## config.mk

```make
export PLATFORM = sky130hd
export DESIGN_NAME = register_file
export DESIGN_NICKNAME = d
export VERILOG_FILES = /design/src/rtl/register_file.sv
export SDC_FILE = /design/constraint.sdc
export NUM_CORES = 2
export LEC_CHECK = 0
export CORE_MARGIN = 8
export CORE_UTILIZATION = 55
export DETAILED_ROUTE_END_ITERATION = 7
export MAX_ROUTING_LAYER = met4
export PLACE_DENSITY = 0.72
export SLEW_MARGIN = 25
export SYNTH_ARGS = -nofsm -noshare
export SYNTH_HDL_FRONTEND = slang
export SYNTH_SLANG_ARGS = --single-unit
```

## constraint.sdc

```tcl
create_clock -name clk -period 2.6 [get_ports clk]
set_input_delay 0.52 -clock clk [delete_from_list [all_inputs] [get_ports clk]]
set_output_delay 0.52 -clock clk [all_outputs]
set_load 0.005 [all_outputs]
```

## src/rtl/register_file.sv

```systemverilog
// 32-entry RV32I general-purpose register file: two combinational read ports,
// one synchronous write port, x0 reads as zero, sp/gp preloaded on reset.
module register_file #(
    parameter int                  DATA_LENGTH = 32,
    parameter int                  ADDR_LENGTH = 5,
    parameter logic [DATA_LENGTH-1:0] SP_RESET = 32'h7FFF_EFFC,
    parameter logic [DATA_LENGTH-1:0] GP_RESET = 32'h1000_8000
) (
    input  logic                   clk,
    input  logic                   rst,
    input  logic                   reg_write,
    input  logic [ADDR_LENGTH-1:0] write_reg,
    input  logic [DATA_LENGTH-1:0] write_data,
    input  logic [ADDR_LENGTH-1:0] read_reg1,
    input  logic [ADDR_LENGTH-1:0] read_reg2,
    output logic [DATA_LENGTH-1:0] read_data1,
    output logic [DATA_LENGTH-1:0] read_data2
);

    localparam int DEPTH = 2 ** ADDR_LENGTH;

    logic [DATA_LENGTH-1:0] regs_q [DEPTH];
    logic [DATA_LENGTH-1:0] regs_d [DEPTH];

    // Next-state: a single write per cycle, never into x0.
    always_comb begin
        regs_d = regs_q;
        if (reg_write && (write_reg != {ADDR_LENGTH{1'b0}})) begin
            regs_d[write_reg] = write_data;
        end else begin
            regs_d = regs_q;
        end
    end

    // State update; reset wins over a simultaneous write.
    always_ff @(posedge clk) begin
        if (rst) begin
            for (int i = 0; i < DEPTH; i++) begin
                regs_q[i] <= {DATA_LENGTH{1'b0}};
            end
            regs_q[2] <= SP_RESET;
            regs_q[3] <= GP_RESET;
        end else begin
            regs_q <= regs_d;
        end
    end

    // Read ports: no write bypass, and x0 gated here so an unknown write enable cannot leak into it.
    always_comb begin
        if (read_reg1 == {ADDR_LENGTH{1'b0}}) begin
            read_data1 = {DATA_LENGTH{1'b0}};
        end else begin
            read_data1 = regs_q[read_reg1];
        end
        if (read_reg2 == {ADDR_LENGTH{1'b0}}) begin
            read_data2 = {DATA_LENGTH{1'b0}};
        end else begin
            read_data2 = regs_q[read_reg2];
        end
    end

endmodule

```

# Word level (Yosys, flattened, before mapping)
# Cells that the tools add are included.
[word_totals]
elab_cells = 55
output_inout_bits = 64
memories = 0
rom_bits = 0
ram_bits = 0
register_bits = 1024
in_bits = 50
latchBits = 0
[classes]
shifts = 0
eq_ne = 0
addsub = 0
muxes = 11
n_reduce_logical = 5
n_mul = 0
div = 0
magnitude_cmp = 4
bitwise = 3
[op_table]
columns = ["op", "n"]
rows = [
  ["$bwmux W1024", 1],
  ["$bmux W32 S5", 2],
  ["$mux W32", 7],
  ["$demux W32 S5", 1],
  ["$ge A6 B6 Y1 const B", 3],
  ["$not A5 Y6", 3],
  ["$logic_not A5 Y1", 2],
  ["$lt A6 B1 Y1 const B", 1],
  ["$reduce_bool A5 Y1", 1],
  ["$logic_and A1 B1 Y1", 2],
]

# Logic depth before layout (Yosys ltp)
[depth]
depth_word = 6
depth_mapped = 8
ltp_nobuf = 4

# Least setup slack after synthesis
# OpenSTA, ideal clock, no wires.
[synth_path]
kind = "input port to output port"
start = "input read_reg2[0]"
end = "output read_data2[1]"
required_time_ns = 2.080
path_buffers = 2
cell_stages = 5
t_arrival_ns = 1.837
path_slack_ns = 0.243
path_cell_list = "buf_4 > buf_2 > mux4_1 > a211oi_1 > a311oi_1"
[synth_between]
elab_chain_cells = 5
word_cells_on_any_way = 6
cone_classes = "mux: 4; bitwise: 1; reduce/logical: 1"
[synth_lines]
columns = ["element", "line", "rtl"]
rows = [
  ["start, declared", "15", "input logic [ADDR_LENGTH-1:0] read_reg2,"],
  ["$not A5 Y6 (not written as such)", "58", "read_data2 = regs_q[read_reg2];"],
  ["$bmux W32 S5", "58", ""],
  ["$mux W32 (not written as such) (2 in series)", "58", ""],
  ["$mux W32 (*)", "55", "if (read_reg2 == {ADDR_LENGTH{1'b0}}) begin"],
  ["end, declared", "17", "output logic [DATA_LENGTH-1:0] read_data2"],
]
# Every way passes the cells marked *; elsewhere a longest branch is shown, timed or not. The select of a mux whose other input is x is not followed.

# Final worst setup path
[layout_path]
start = "register regs_q[166] in the netlist's numbering"
end = "output read_data1[6]"
[layout_between]
elab_chain_cells = 4
[layout_lines]
columns = ["element", "line", "rtl"]
rows = [
  ["start, declared", "22", "logic [DATA_LENGTH-1:0] regs_q [DEPTH];"],
  ["start signal, assigned by index", "39", "regs_q[i] <= {DATA_LENGTH{1'b0}};"],
  ["start signal, assigned", "44", "regs_q <= regs_d;"],
  ["$bmux W32 S5", "53", "read_data1 = regs_q[read_reg1];"],
  ["$mux W32 (not written as such) (2 in series)", "53", ""],
  ["$mux W32", "50", "if (read_reg1 == {ADDR_LENGTH{1'b0}}) begin"],
  ["end, declared", "16", "output logic [DATA_LENGTH-1:0] read_data1,"],
]
# Every way passes these cells. The select of a mux whose other input is x is not followed.

==> metrics.md <==
| Metric | Value |
|---|---|
| Largest net degree at the start of global routing | `between 100 and 150` |
| Flip-flop count of the largest register after layout | `between 1000 and 1500` |
| Count of maximum capacitance violations | `0` |
| Cell with the most instances after synthesis | `nand2_1` |
| Synth-to-layout area growth | `28.7%` |
| Most instantiated flip-flop cell in the synthesis netlist | `dfxtp_1` |
| Grt ovf | `0` |
| Cell-internal power | `between 20 and 30 mW` |
| Total via count after detailed routing | `53200` |
| LEAKAGE | `about 23 nW` |
| Clock slew at reported path FFs | `roughly 0.06 ns` |
| Combined global-route utilization of all metal layers | `42.6%` |
| Skew-Pair Late Insertion Delay | `between 0.7 and 0.8 ns` |
| Routed metal-1 wire length | `between 70000 and 80000 µm` |
| Number of enable-type register cells in the synthesized netlist | `0` |
| Height of the die | `approximately 320 µm` |
| Highest-delay cell along the critical path | `mux4_1` |
| RSZ-0062 raised after global routing | `true` |
| Initial antenna violation count | `10` |
| Number of standard cells in the layout, taps in and fillers out | `7542` |
| Initial cell density of the core | `a little under three fifths` |
| Reg with most FFs | `regs_q` |
| Gate power share | `about an eighth` |
| Class of the most critical setup path | `reg -> out` |
| Post-synthesis cell type count | `between 40 and 50` |
| Routed vias/inst | `about 7.1` |
| Count of pins over their slew limit | `0` |
| Sequential share of the synthesized area | `~39%` |
| Level count of the clock H-tree | `3` |
| Min Tclk post-route | `around 3 ns` |
| Highest attainable clock frequency | `around 330 MHz` |
| Total Nets Final | `~6200` |
| Number of nets produced by synthesis | `5913` |
| Number of instances in the synthesized netlist | `5863` |
| Yosys warnings | `0` |
| Floorplan Core Area | `0.0947 mm²` |
| Length of routed met2 wiring | `about 95000 µm` |
| Number of buffer and inverter instances along the worst setup path | `1` |
| Number of register bits inferred by synthesis | `approximately 1000` |
| Result of the run | `finished with violations` |
| DR pass1 iterations | `8` |
| Iteration-0 DRC count of the detailed router | `around 9500` |
| Max-Slew Margin vs Limit | `roughly 58%` |
| Critical Path AT | `between 2 and 3 ns` |
| Worst hold slack | `about 0.23 ns` |
| Average cell area after synthesis | `between 8 and 9 µm²` |
| Largest delay contributor family on the critical path | `multiplexers` |
| Power density over cell area | `roughly 560 mW/mm²` |
| Total number of cells along the worst setup path | `4` |
| Hold Vio Cnt, Final | `0` |
| Number of stages on the worst hold path | `2` |
| Worst Clk Skew | `0 ns` |
| Peak supply drop | `503 µV` |
| Most numerous cell types in the synthesized netlist | `nand2_1 (2052), dfxtp_1 (1024), a21oi_1 (962), mux4_2 (425), clkbuf_1 (324)` |
| Slew at the pin closest to its max-slew limit | `roughly 0.63 ns` |
| Critical-path maximum fanout | `3` |
| IO Port Bufs | `around 110` |
| Met3 WL | `39600 µm` |
| Die Footprint | `around 0.11 mm²` |
| Placement row count | `approximately 110` |
| Final setup margin | `-0.443 ns` |
| Endpoint class of the critical path | `output pin` |
| DR WL/cell | `30.9 µm` |
| Failing checks | `DRC, setup timing` |
| Fraction of power spent switching nets | `25.8%` |
| FF-to-FF path depth | `2` |
| Regs by FF count | `regs_q: 1024 flops` |
| Largest cells by area after synthesis | `dfxtp_1 (39%), mux4_2 (18%), nand2_1 (15%)` |
| Ordered cell list for the critical path | `mux4_1, a22oi_2, a311oi_4, buf_2` |
| Final antenna-violating net count | `0` |
| Top Layer Used | `met4` |
| Dpl cells | `roughly 7200` |
| Fraction of synthesized cell area taken by the top area cell type | `roughly two fifths` |
| Share of cells above drive strength 1 | `32.5%` |
| Fraction of registers with async set/reset | `0%` |
| Number of fillers in the final layout | `6305` |
| Final total power | `37.8 mW` |
| Library cell with the largest summed area after synthesis | `dfxtp_1` |
| Required time worst endpoint | `roughly 2.1 ns` |
| Number of buffers on the longest clock path | `3` |
| Post-route DRC violation count | `1` |
| Via count of the first global-routing pass | `~51000` |
| Sinks on Clock Net | `1024` |
| CTS Buf Count | `approximately 110` |
| Number of endpoints failing setup at the final stage | `64` |
| Post-route clock period utilization | `117%` |
| Clock root buffer master | `clkbuf_16` |
| Cell area after synthesis | `roughly 0.052 mm²` |
| Wire length of the first global-routing pass | `333000 µm` |
| Clock tree from TritonCTS | `built` |
| Switching pwr | `slightly below 10 mW` |
| Total I/O pin count | `approximately 110` |
| CTS hold repair buffers | `0` |
| Share of total power in sequential cells | `between 40 and 50%` |
| Kind of start point of the critical path | `flip-flop` |
| Fraction of power consumed by the clock network | `between 40 and 50%` |
| Die X-Extent | `between 300 and 400 µm` |
| Wire length after detailed routing | `around 230000 µm` |
| HPWL Detailed | `between 100000 and 150000 µm` |
| Final setup TNS | `-12.39 ns` |
| Max incr delay on CP | `0.64 ns` |
| Weighted congestion at the end of routability-driven global placement | `a little under 1` |
| Worst Hold Class | `in -> reg` |
-- power groups by stage --
stage | Clock, mW | Combinational [mW] | Sequential [mW]
5_1_grt | 17.7 | 4.74 | 15.9
3_5_place_dp | 0 | 3.80 | 16.2
4_1_cts | 17.1 | 4.31 | 15.9
3_3_place_gp | 0 | 3.77 | 16.2
2_1_floorplan | 0 | 1.98 | 16.2
6_report | 17.2 | 4.70 | 15.9
-- routing by layer --
layer / up-vias / GRT usage (%)
li1: 21200 / -
met3: 1631 / 15.4
met5: - / -
met1: 25100 / 50.5
met4: 0 / 32.3
met2: 5306 / 58.8
-- worst reg2reg max path, cell delays in order (launching register included) --
cell	delay, ns
dfxtp_1	0.37
nand2_1	0.13
a21oi_1	0.27
-- cells by family after synthesis --
group           synth area share, %
flops                          39.1
buf+inv                        6.09
simple gates                   17.2
compound gates                 14.4
mux                            23.2
-- per-stage QoR --
stage          cell area (µm²)  setup slack [ns]  util (%)
2_1_floorplan            52400             0.243         -
3_3_place_gp             59100             -1.02      62.4
3_5_place_dp             59100            -0.997      62.4
4_1_cts                  66200            -0.267      69.9
5_1_grt                  67400            -0.412      71.2
6_report                 67400            -0.443      71.2
-- layout make-up --
| class | instances | area, µm² | area share (%) |
|---|---|---|---|
| clock buffer | 151 | 3080 | 4.56 |
| tap | 1265 | 1580 | 2.35 |
| multi-input combinational | 4215 | 31500 | 46.7 |
| sequential | 1024 | 20700 | 30.7 |
| clock inverter | 49 | 827 | 1.23 |
| inverter | 2 | 10.0 | 0.0148 |
| antenna | 14 | 35.0 | 0.0520 |
| timing repair buffer | 822 | 9730 | 14.4 |
-- what timing repair did --
item                       CTS  global route
buffers inserted            89            41
hold endpoints to repair     0             0
resized for setup          824           237
cloned                      18             3
pin swaps                  123            88
setup endpoints to repair   64            64
-- path summary, 6_finish.rpt --
path,endpoint,from,slack (ns)
worst max-delay path,read_data1[6],regs_q[166]$_SDFFE_PP0P_,-0.44
worst max register to register,regs_q[688]$_SDFFE_PP0P_,regs_q[688]$_SDFFE_PP0P_,1.74
worst min-delay path,regs_q[569]$_SDFFE_PP0P_,rst,0.23
worst min register to register,regs_q[346]$_SDFFE_PP0P_,regs_q[346]$_SDFFE_PP0P_,0.47
-- cell usage in the layout (no fill, tap or decap), types with 12 or more instances in the layout --
cell             netlist  routed
buf_4                 37     413
buf_2                126      63
a311oi_2               1      36
mux2_4                 0      50
a311oi_4               0      25
mux4_1                22      12
clkdlybuf4s50_1        0      38
bufinv_16              0      20
clkbuf_16              0     112
a211oi_2               0      53
o21ai_4                0      43
clkbuf_1             324      23
dfxtp_2                0     169
buf_8                  5      16
nand2_1             2052    2022
diode_2                0      14
mux4_2               425     435
o21ai_1               82      22
a221oi_2              11      34
mux2_2                64      14
nor2b_1              100      83
and2_2                 0      16
dfxtp_1             1024     855
nor2_4                 1      14
nor2b_4                0      14
nand3b_1              30      30
a21oi_1              962     962
buf_12                 6     214
clkbuf_8               0      19
buf_16                 0      26
o21ai_2                0      42
a22oi_1               64      18
nand2_2                0      30
buf_6                 49      46
a22oi_2                0      46
mux2i_1              128     120
clkinv_2               0      21
Power figures use the tool's default switching activity.
